[config.mk]
export PLATFORM = sky130hd
export DESIGN_NAME = minibus_master_lsu
export DESIGN_NICKNAME = d
export VERILOG_FILES = /design/src/rtl/minibus_master_lsu.sv
export SDC_FILE = /design/constraint.sdc
export NUM_CORES = 1
export LEC_CHECK = 0
export ABC_AREA = 1
export CORE_ASPECT_RATIO = 1.1
export CORE_MARGIN = 1.5
export CORE_UTILIZATION = 45
export CTS_CLUSTER_SIZE = 30
export DETAILED_ROUTE_END_ITERATION = 6
export PLACE_DENSITY_LB_ADDON = 0.25
export SLEW_MARGIN = 20
export SYNTH_ARGS = -nofsm -noshare
export SYNTH_HDL_FRONTEND = slang
export SYNTH_SLANG_ARGS = --single-unit
export TNS_END_PERCENT = 100
[constraint.sdc]
create_clock -name clk -period 2.6 [get_ports clk]
set_clock_uncertainty 0.1 [all_clocks]
set_input_delay 0.65 -clock clk [delete_from_list [all_inputs] [get_ports clk]]
set_output_delay 0.65 -clock clk [all_outputs]
set_load 0.02 [all_outputs]
[src/rtl/minibus_master_lsu.sv]
// Minibus master for single-beat CPU loads/stores: checks width/alignment,
// drives one bus request, waits for ack/err/timeout, extends load data.
//
// Ports:
//   clk, nrst            clock, async active-low reset
//   cpu_ren/cpu_wen      level load/store request from the core
//   cpu_addr/cpu_wdata   byte address, right-aligned store data
//   cpu_funct3           RV32 access size/signedness
//   cpu_rdata            extended load result (updated on load ack)
//   cpu_done/cpu_err     one-cycle completion pulse and fault flag
//   cpu_busy             transaction in progress
//   bus_addr/bus_wdata   request address/data (held outside BUSY)
//   bus_width            funct3 of the request, [1:0] = size
//   bus_ren/bus_wen      request strobes, BUSY only
//   bus_rdata/ack/err    slave response
module minibus_master_lsu #(
  parameter int BIT_WIDTH      = 32,
  parameter int TIMEOUT_CYCLES = 255
) (
  input  logic                 clk,
  input  logic                 nrst,
  input  logic                 cpu_ren,
  input  logic                 cpu_wen,
  input  logic [BIT_WIDTH-1:0] cpu_addr,
  input  logic [BIT_WIDTH-1:0] cpu_wdata,
  input  logic [2:0]           cpu_funct3,
  output logic [BIT_WIDTH-1:0] cpu_rdata,
  output logic                 cpu_done,
  output logic                 cpu_err,
  output logic                 cpu_busy,
  output logic [BIT_WIDTH-1:0] bus_addr,
  output logic [BIT_WIDTH-1:0] bus_wdata,
  output logic [2:0]           bus_width,
  output logic                 bus_ren,
  output logic                 bus_wen,
  input  logic [BIT_WIDTH-1:0] bus_rdata,
  input  logic                 bus_ack,
  input  logic                 bus_err
);

  localparam int CW =
    (TIMEOUT_CYCLES > 0) ? $clog2(TIMEOUT_CYCLES + 1) : 1;
  localparam int TO_M1 =
    (TIMEOUT_CYCLES > 0) ? TIMEOUT_CYCLES - 1 : 0;
  localparam bit TO_EN = (TIMEOUT_CYCLES != 0);

  typedef enum logic [1:0] {
    IDLE,
    BUSY,
    DONE
  } state_t;

  state_t               state_q, state_d;
  logic [BIT_WIDTH-1:0] addr_q, wdata_q;
  logic [2:0]           f3_q;
  logic                 ren_q, wen_q, err_q, err_d;
  logic [CW-1:0]        cnt_q;
  logic [BIT_WIDTH-1:0] rdata_d, ext;
  logic                 req, legal, latch;
  logic                 bad_f3, misalign, timeout;

  assign req = cpu_ren | cpu_wen;

  assign bad_f3 = (cpu_funct3 == 3'b011) ||
                  (cpu_funct3[2:1] == 2'b11);

  always_comb begin
    misalign = 1'b0;
    unique case (1'b1)
      (cpu_funct3[1:0] == 2'b01): misalign = cpu_addr[0];
      (cpu_funct3[1:0] == 2'b10): misalign = |cpu_addr[1:0];
      default:                    misalign = 1'b0;
    endcase
  end

  assign legal = !(cpu_ren && cpu_wen) && !bad_f3 &&
                 !(cpu_wen && cpu_funct3[2]) && !misalign;

  // Counter holds the number of BUSY cycles already elapsed.
  assign timeout = TO_EN && (cnt_q == CW'(TO_M1));

  always_comb begin
    ext = bus_rdata;
    unique case (f3_q)
      3'b000: ext = {{(BIT_WIDTH-8){bus_rdata[7]}},
                     bus_rdata[7:0]};
      3'b100: ext = {{(BIT_WIDTH-8){1'b0}},
                     bus_rdata[7:0]};
      3'b001: ext = {{(BIT_WIDTH-16){bus_rdata[15]}},
                     bus_rdata[15:0]};
      3'b101: ext = {{(BIT_WIDTH-16){1'b0}},
                     bus_rdata[15:0]};
      default: ext = bus_rdata;
    endcase
  end

  always_comb begin
    state_d = state_q;
    err_d   = err_q;
    rdata_d = cpu_rdata;
    latch   = 1'b0;
    unique case (state_q)
      IDLE: begin
        if (req) begin
          latch   = 1'b1;
          state_d = legal ? BUSY : DONE;
          err_d   = !legal;
        end
      end
      BUSY: begin
        if (bus_err) begin
          state_d = DONE;
          err_d   = 1'b1;
        end else if (bus_ack) begin
          state_d = DONE;
          err_d   = 1'b0;
          if (ren_q) rdata_d = ext;
        end else if (timeout) begin
          state_d = DONE;
          err_d   = 1'b1;
        end
      end
      DONE: state_d = IDLE;
      default: state_d = IDLE;
    endcase
  end

  always_ff @(posedge clk or negedge nrst) begin
    if (!nrst) begin
      state_q   <= IDLE;
      addr_q    <= '0;
      wdata_q   <= '0;
      f3_q      <= '0;
      ren_q     <= 1'b0;
      wen_q     <= 1'b0;
      err_q     <= 1'b0;
      cnt_q     <= '0;
      cpu_rdata <= '0;
    end else begin
      state_q   <= state_d;
      err_q     <= err_d;
      cpu_rdata <= rdata_d;
      if (latch) begin
        addr_q  <= cpu_addr;
        wdata_q <= cpu_wdata;
        f3_q    <= cpu_funct3;
        ren_q   <= cpu_ren;
        wen_q   <= cpu_wen;
      end
      if (state_q == BUSY) cnt_q <= cnt_q + 1'b1;
      else                 cnt_q <= '0;
    end
  end

  // Strobes decode from state so reset drops them at once.
  assign bus_ren   = (state_q == BUSY) && ren_q;
  assign bus_wen   = (state_q == BUSY) && wen_q;
  assign bus_addr  = addr_q;
  assign bus_wdata = wdata_q;
  assign bus_width = f3_q;

  assign cpu_busy = (state_q != IDLE);
  assign cpu_done = (state_q == DONE);
  assign cpu_err  = (state_q == DONE) && err_q;

endmodule

* Word level (Yosys, flattened, before mapping) *
Index checks and enable logic that the tools add are counted.

word-level totals
  register bits after elaboration = 112
  output and inout bits = 104
  logic and storage cells = 62
  bits of input ports = 105

operators by class
  add/sub/neg operators = 1
  equality and inequality tests = 12
  mux-type cells = 16
  bitwise gates (word level) = 2
  reductions and logical operators = 22

operators by type and width
  operator               number
  $pmux W32 S4           1
  $mux W2                5
  $add A8 B1 Y8 const B  1
  $eq A8 B8 Y1 const B   1
  $logic_and A1 B1 Y1    8
  $mux W8                1
  $eq A2 B2 Y1 const B   3
  $eq A3 B3 Y1 const B   2
  $mux W1                6
  $logic_not A1 Y1       5
  $eq A2 B1 Y1 const B   2
  $ne A4 B4 Y1 const B   1
  $pmux W1 S2            2
  $pmux W2 S2            1
  $reduce_and A4 Y1      1
  $reduce_bool A2 Y1     2
  $eq A3 B1 Y1 const B   1
  $eq A3 B2 Y1 const B   1
  $logic_not A3 Y1       1
  $reduce_and A3 Y1      1
  $logic_not A2 Y1       1
  $ne A2 B2 Y1 const B   1
  $reduce_and A2 Y1      1
  $reduce_or A2 Y1       1
  3 further kinds        3

* Depth between registers and ports, before layout *
  depth in word-level cells = 9
  gate-level depth with buffers = 10
  gate-level depth less buffers = 10

* Worst setup path before layout *
Ideal clock, no wire load.

  path kind = flip-flop to output port
  start = register state_q[1]
  end = output bus_wen
  data arrival time = 0.903 ns
  cell stages (with the launch flop) = 4
  buffers on the path = 0
  required time = 1.850 ns
  setup slack = 0.947 ns
  cell sequence = dfrtp_1 -> inv_1 -> nand2_1 -> nor2_1

on the way
  longest elaborated chain between the ends = 2

RTL lines
  what                      RTL line  RTL
  start: declaration        53        state_t state_q, state_d;
  start signal: assignment  140       state_q <= state_d;
  $eq A2 B1 Y1              157       assign bus_wen = (state_q == BUSY) && wen_q;
  $logic_and A1 B1 Y1       157
  end: declaration          35        output logic bus_wen,

No other way between the ends.

* Worst setup path after layout *
  start = register state_q[1]
  end = output cpu_busy

on the way
  longest elaborated chain between the ends = 1

RTL lines
  what                RTL line  RTL
  $reduce_bool A2 Y1  162       assign cpu_busy = (state_q != IDLE);
  end: declaration    30        output logic cpu_busy,

No other way between the ends.

==> results.yml <==
floorplanning:
  coreArea_mm2: 0.00984
  start_util_pct: 46.2
  num_rows: 38
  ios: 209
  die_height_um: 108
  die_area_mm2: 0.0107
  die_x_um: 98.9
run:
  drv_cap: 0
run_status:
  status: "finished with violations"
  violations: "DRC"
final_layout:
  num_antenna_cells: 0
  syn_to_final_growth_pct: 54.3
  final_nets: 852
  fillers: 733
  regArea_mm2: 0.00280
  multi_input_area_mm2: 0.00156
  drive_above_1_share_pct: 4.16
global_routing:
  grt_pass1_vias: 4138
  grt_pass1_wl_um: 19400
  grt.overflow.total: 0
  gr-usage-all-layers_pct: 23.0
  antenna_found_initial: 0
  grt_max_degree: 54
placement:
  place_hpwl_um: 8990
  post-place-ws_ns: 0.325
  port_buffers: 208
  gp_congestion: 0.878
sta:
  finalHoldViolations: 0
  rsz0062_at_grt: "no"
  fin_crit_sh_pct: 95.3
  setup_slack_ns: 0.123
  fmax_mhz: 404
  tightest_slew_ns: 0.441
  drv_slew: 0
  setup_viol: 0
  finalSetupTns_ns: 0
  min_period_ns: 2.48
  max-slew-margin-rel_pct: 70.6
worst_setup_path:
  crit_path_start_kind: "flip-flop"
  cp.arrival_ns: 1.73
  cp-end-kind: "output port"
  required_ns: 1.85
  crit_fanout: 5
  rr_worst_depth: 7
  critical_path_class: "flip-flop to output port"
synthesis:
  synth-seq-area-share_pct: 61.6
  ys.warnings.count: 0
  synthesis.area_mm2: 0.00455
  synth_area_per_cell_um2: 8.54
  synth_cells: 533
  syn-num-nets: 643
  synth_cell_types: 19
  ys_ff_latch: 112
drt:
  drc: 15
  dr_total_vias: 4203
  initialDrtViolationCount: 151
  drt_pre_antenna_iters: 7
  routedWlPerCell_um: 14.0
  wl_um: 12100
  viasPerCell: 4.85
  ant_nets: 0
clock_network:
  cts_made_buffers: 9
  cts_sinks: 112
  clkTransAtPathRegs_ns: 0.10
  clk_latency_ns: 0.36
  post-cts-setup-buffers: 0
  h-tree-depth: 3
  clockBufferDepth: 2
  cts_tree: "done"
  root_buffer: "clkbuf_8"
pwr:
  ir_worst_vdd_uv: 636
  leakagePower_nw: 3.46
  power_density_mw_per_mm2: 1150
hold_path:
  hold_class: "primary input to asynchronous set/reset pin"
==> cells in the final DEF, fill, tap and decap left out, drive strengths merged <==
master / synthesis / final
nand2: 276 / 276
clkdlybuf4s50: 0 / 205
dfrtp: 112 / 112
nor2: 44 / 44
a21oi: 29 / 29
inv: 28 / 28
o21ai: 12 / 12
clkbuf: 8 / 12
buf: 11 / 10
ha: 5 / 5
nand3: 3 / 3
nor3: 3 / 3
bufinv: 0 / 3
a31oi: 1 / 1
and3: 1 / 1
dlygate4sd2: 0 / 1
dlymetal6s2s: 0 / 1
==> power breakdown <==
group,leakage (nW),switching (mW),internal (mW)
Sequential,1.39,0.442,2.49
Clock,0.117,0.547,0.663
Combinational,1.96,2.15,1.80
==> final timing paths <==
check | start | end | slack (ns)
min | nrst | cpu_rdata[1] | 0.1
max reg2reg | state_q[0] | cpu_rdata[27] | 0.83
min reg2reg | bus_addr[23] | bus_addr[23] | 0.38
max | state_q[1] | cpu_busy | 0.12
max in group asynchronous | nrst | bus_addr[23] | 1.64
min in group clk | bus_addr[23] | bus_addr[23] | 0.38
==> layout make-up <==
| cell class | count | area share [%] |
|---|---|---|
| Inverter | 28 | 1.50 |
| Multi-Input combinational cell | 374 | 22.1 |
| Clock buffer | 12 | 2.07 |
| Clock inverter | 3 | 1.28 |
| Timing Repair Buffer | 217 | 31.0 |
| Tap cell | 120 | 2.14 |
| Sequential cell | 112 | 39.9 |
==> through the flow <==
step | cells | total power, mW | hold slack [ns] | util (%) | area (µm²)
detailed placement | 851 | 6.93 | 0.364 | 68.9 | 6790
CTS | 866 | 8.17 | 0.102 | 71.3 | 7020
floorplan | 533 | 4.84 | 0.254 | - | 4550
global placement | 851 | 6.83 | 0.353 | 68.9 | 6790
global route | 866 | 8.61 | 0.102 | 71.3 | 7020
finish | 866 | 8.09 | 0.0965 | 71.3 | 7020
==> worst max-delay path, cell delays in order, from the launching register on <==
cell             delay, ns
dfrtp_1               0.46
nor2_1                0.25
inv_1                 0.09
clkdlybuf4s50_1       0.55
==> kinds of logic (layout without fill, tap and decap cells) <==
family	count (synthesis)	in the layout	share of synthesized area (%)
and+or+nand+nor	327	327	28.1
adders and majority gates	5	5	1.37
DFF	112	112	61.6
AOI/OAI and AO/OA	42	42	4.65
buffers and inverters	47	260	4.32
==> flip-flops by register name (all words and copies together), names as in the netlist <==
signal     cells
bus_addr      32
err_q          1
cpu_rdata     32
ren_q          1
bus_wdata     32
wen_q          1
bus_width      3
state_q        2
cnt_q          8
==> repair_timing <==
action | CTS | global route
pin swaps | 1 | 0
gates resized for setup | 1 | 1
endpoints found under the setup margin | 1 | 1
hold buffers | 0 | 0
endpoints found under the hold margin | 0 | 0
==> Yosys cell counts <==
master / instances / area share (%)
ha_1: 5 / 1.4
dfrtp_1: 112 / 62
nor2_1: 41 / 3.4
and3_1: 1 / 0.14
buf_2: 10 / 1.1
nand2_4: 1 / 0.25
buf_6: 1 / 0.25
a21oi_1: 29 / 3.2
nor3_1: 3 / 0.33
nand2_2: 1 / 0.14
clkbuf_1: 8 / 0.66
nand2_1: 274 / 23
inv_2: 2 / 0.16
inv_1: 26 / 2.1
a31oi_1: 1 / 0.14
nand3_1: 3 / 0.33
nor2_4: 2 / 0.49
o21ai_0: 12 / 1.3
nor2_8: 1 / 0.44
==> metal layers <==
metal / track usage, % / vias to the layer above / wire length [µm]
met1: 26.5 / 1967 / 4600
met2: 39.3 / 175 / 5880
li1: - / 2042 / -
met5: 0 / - / 0
met4: 7.65 / 0 / 237
met3: 9.11 / 19 / 1380
No activity file was read; power rests on OpenSTA's default activity.
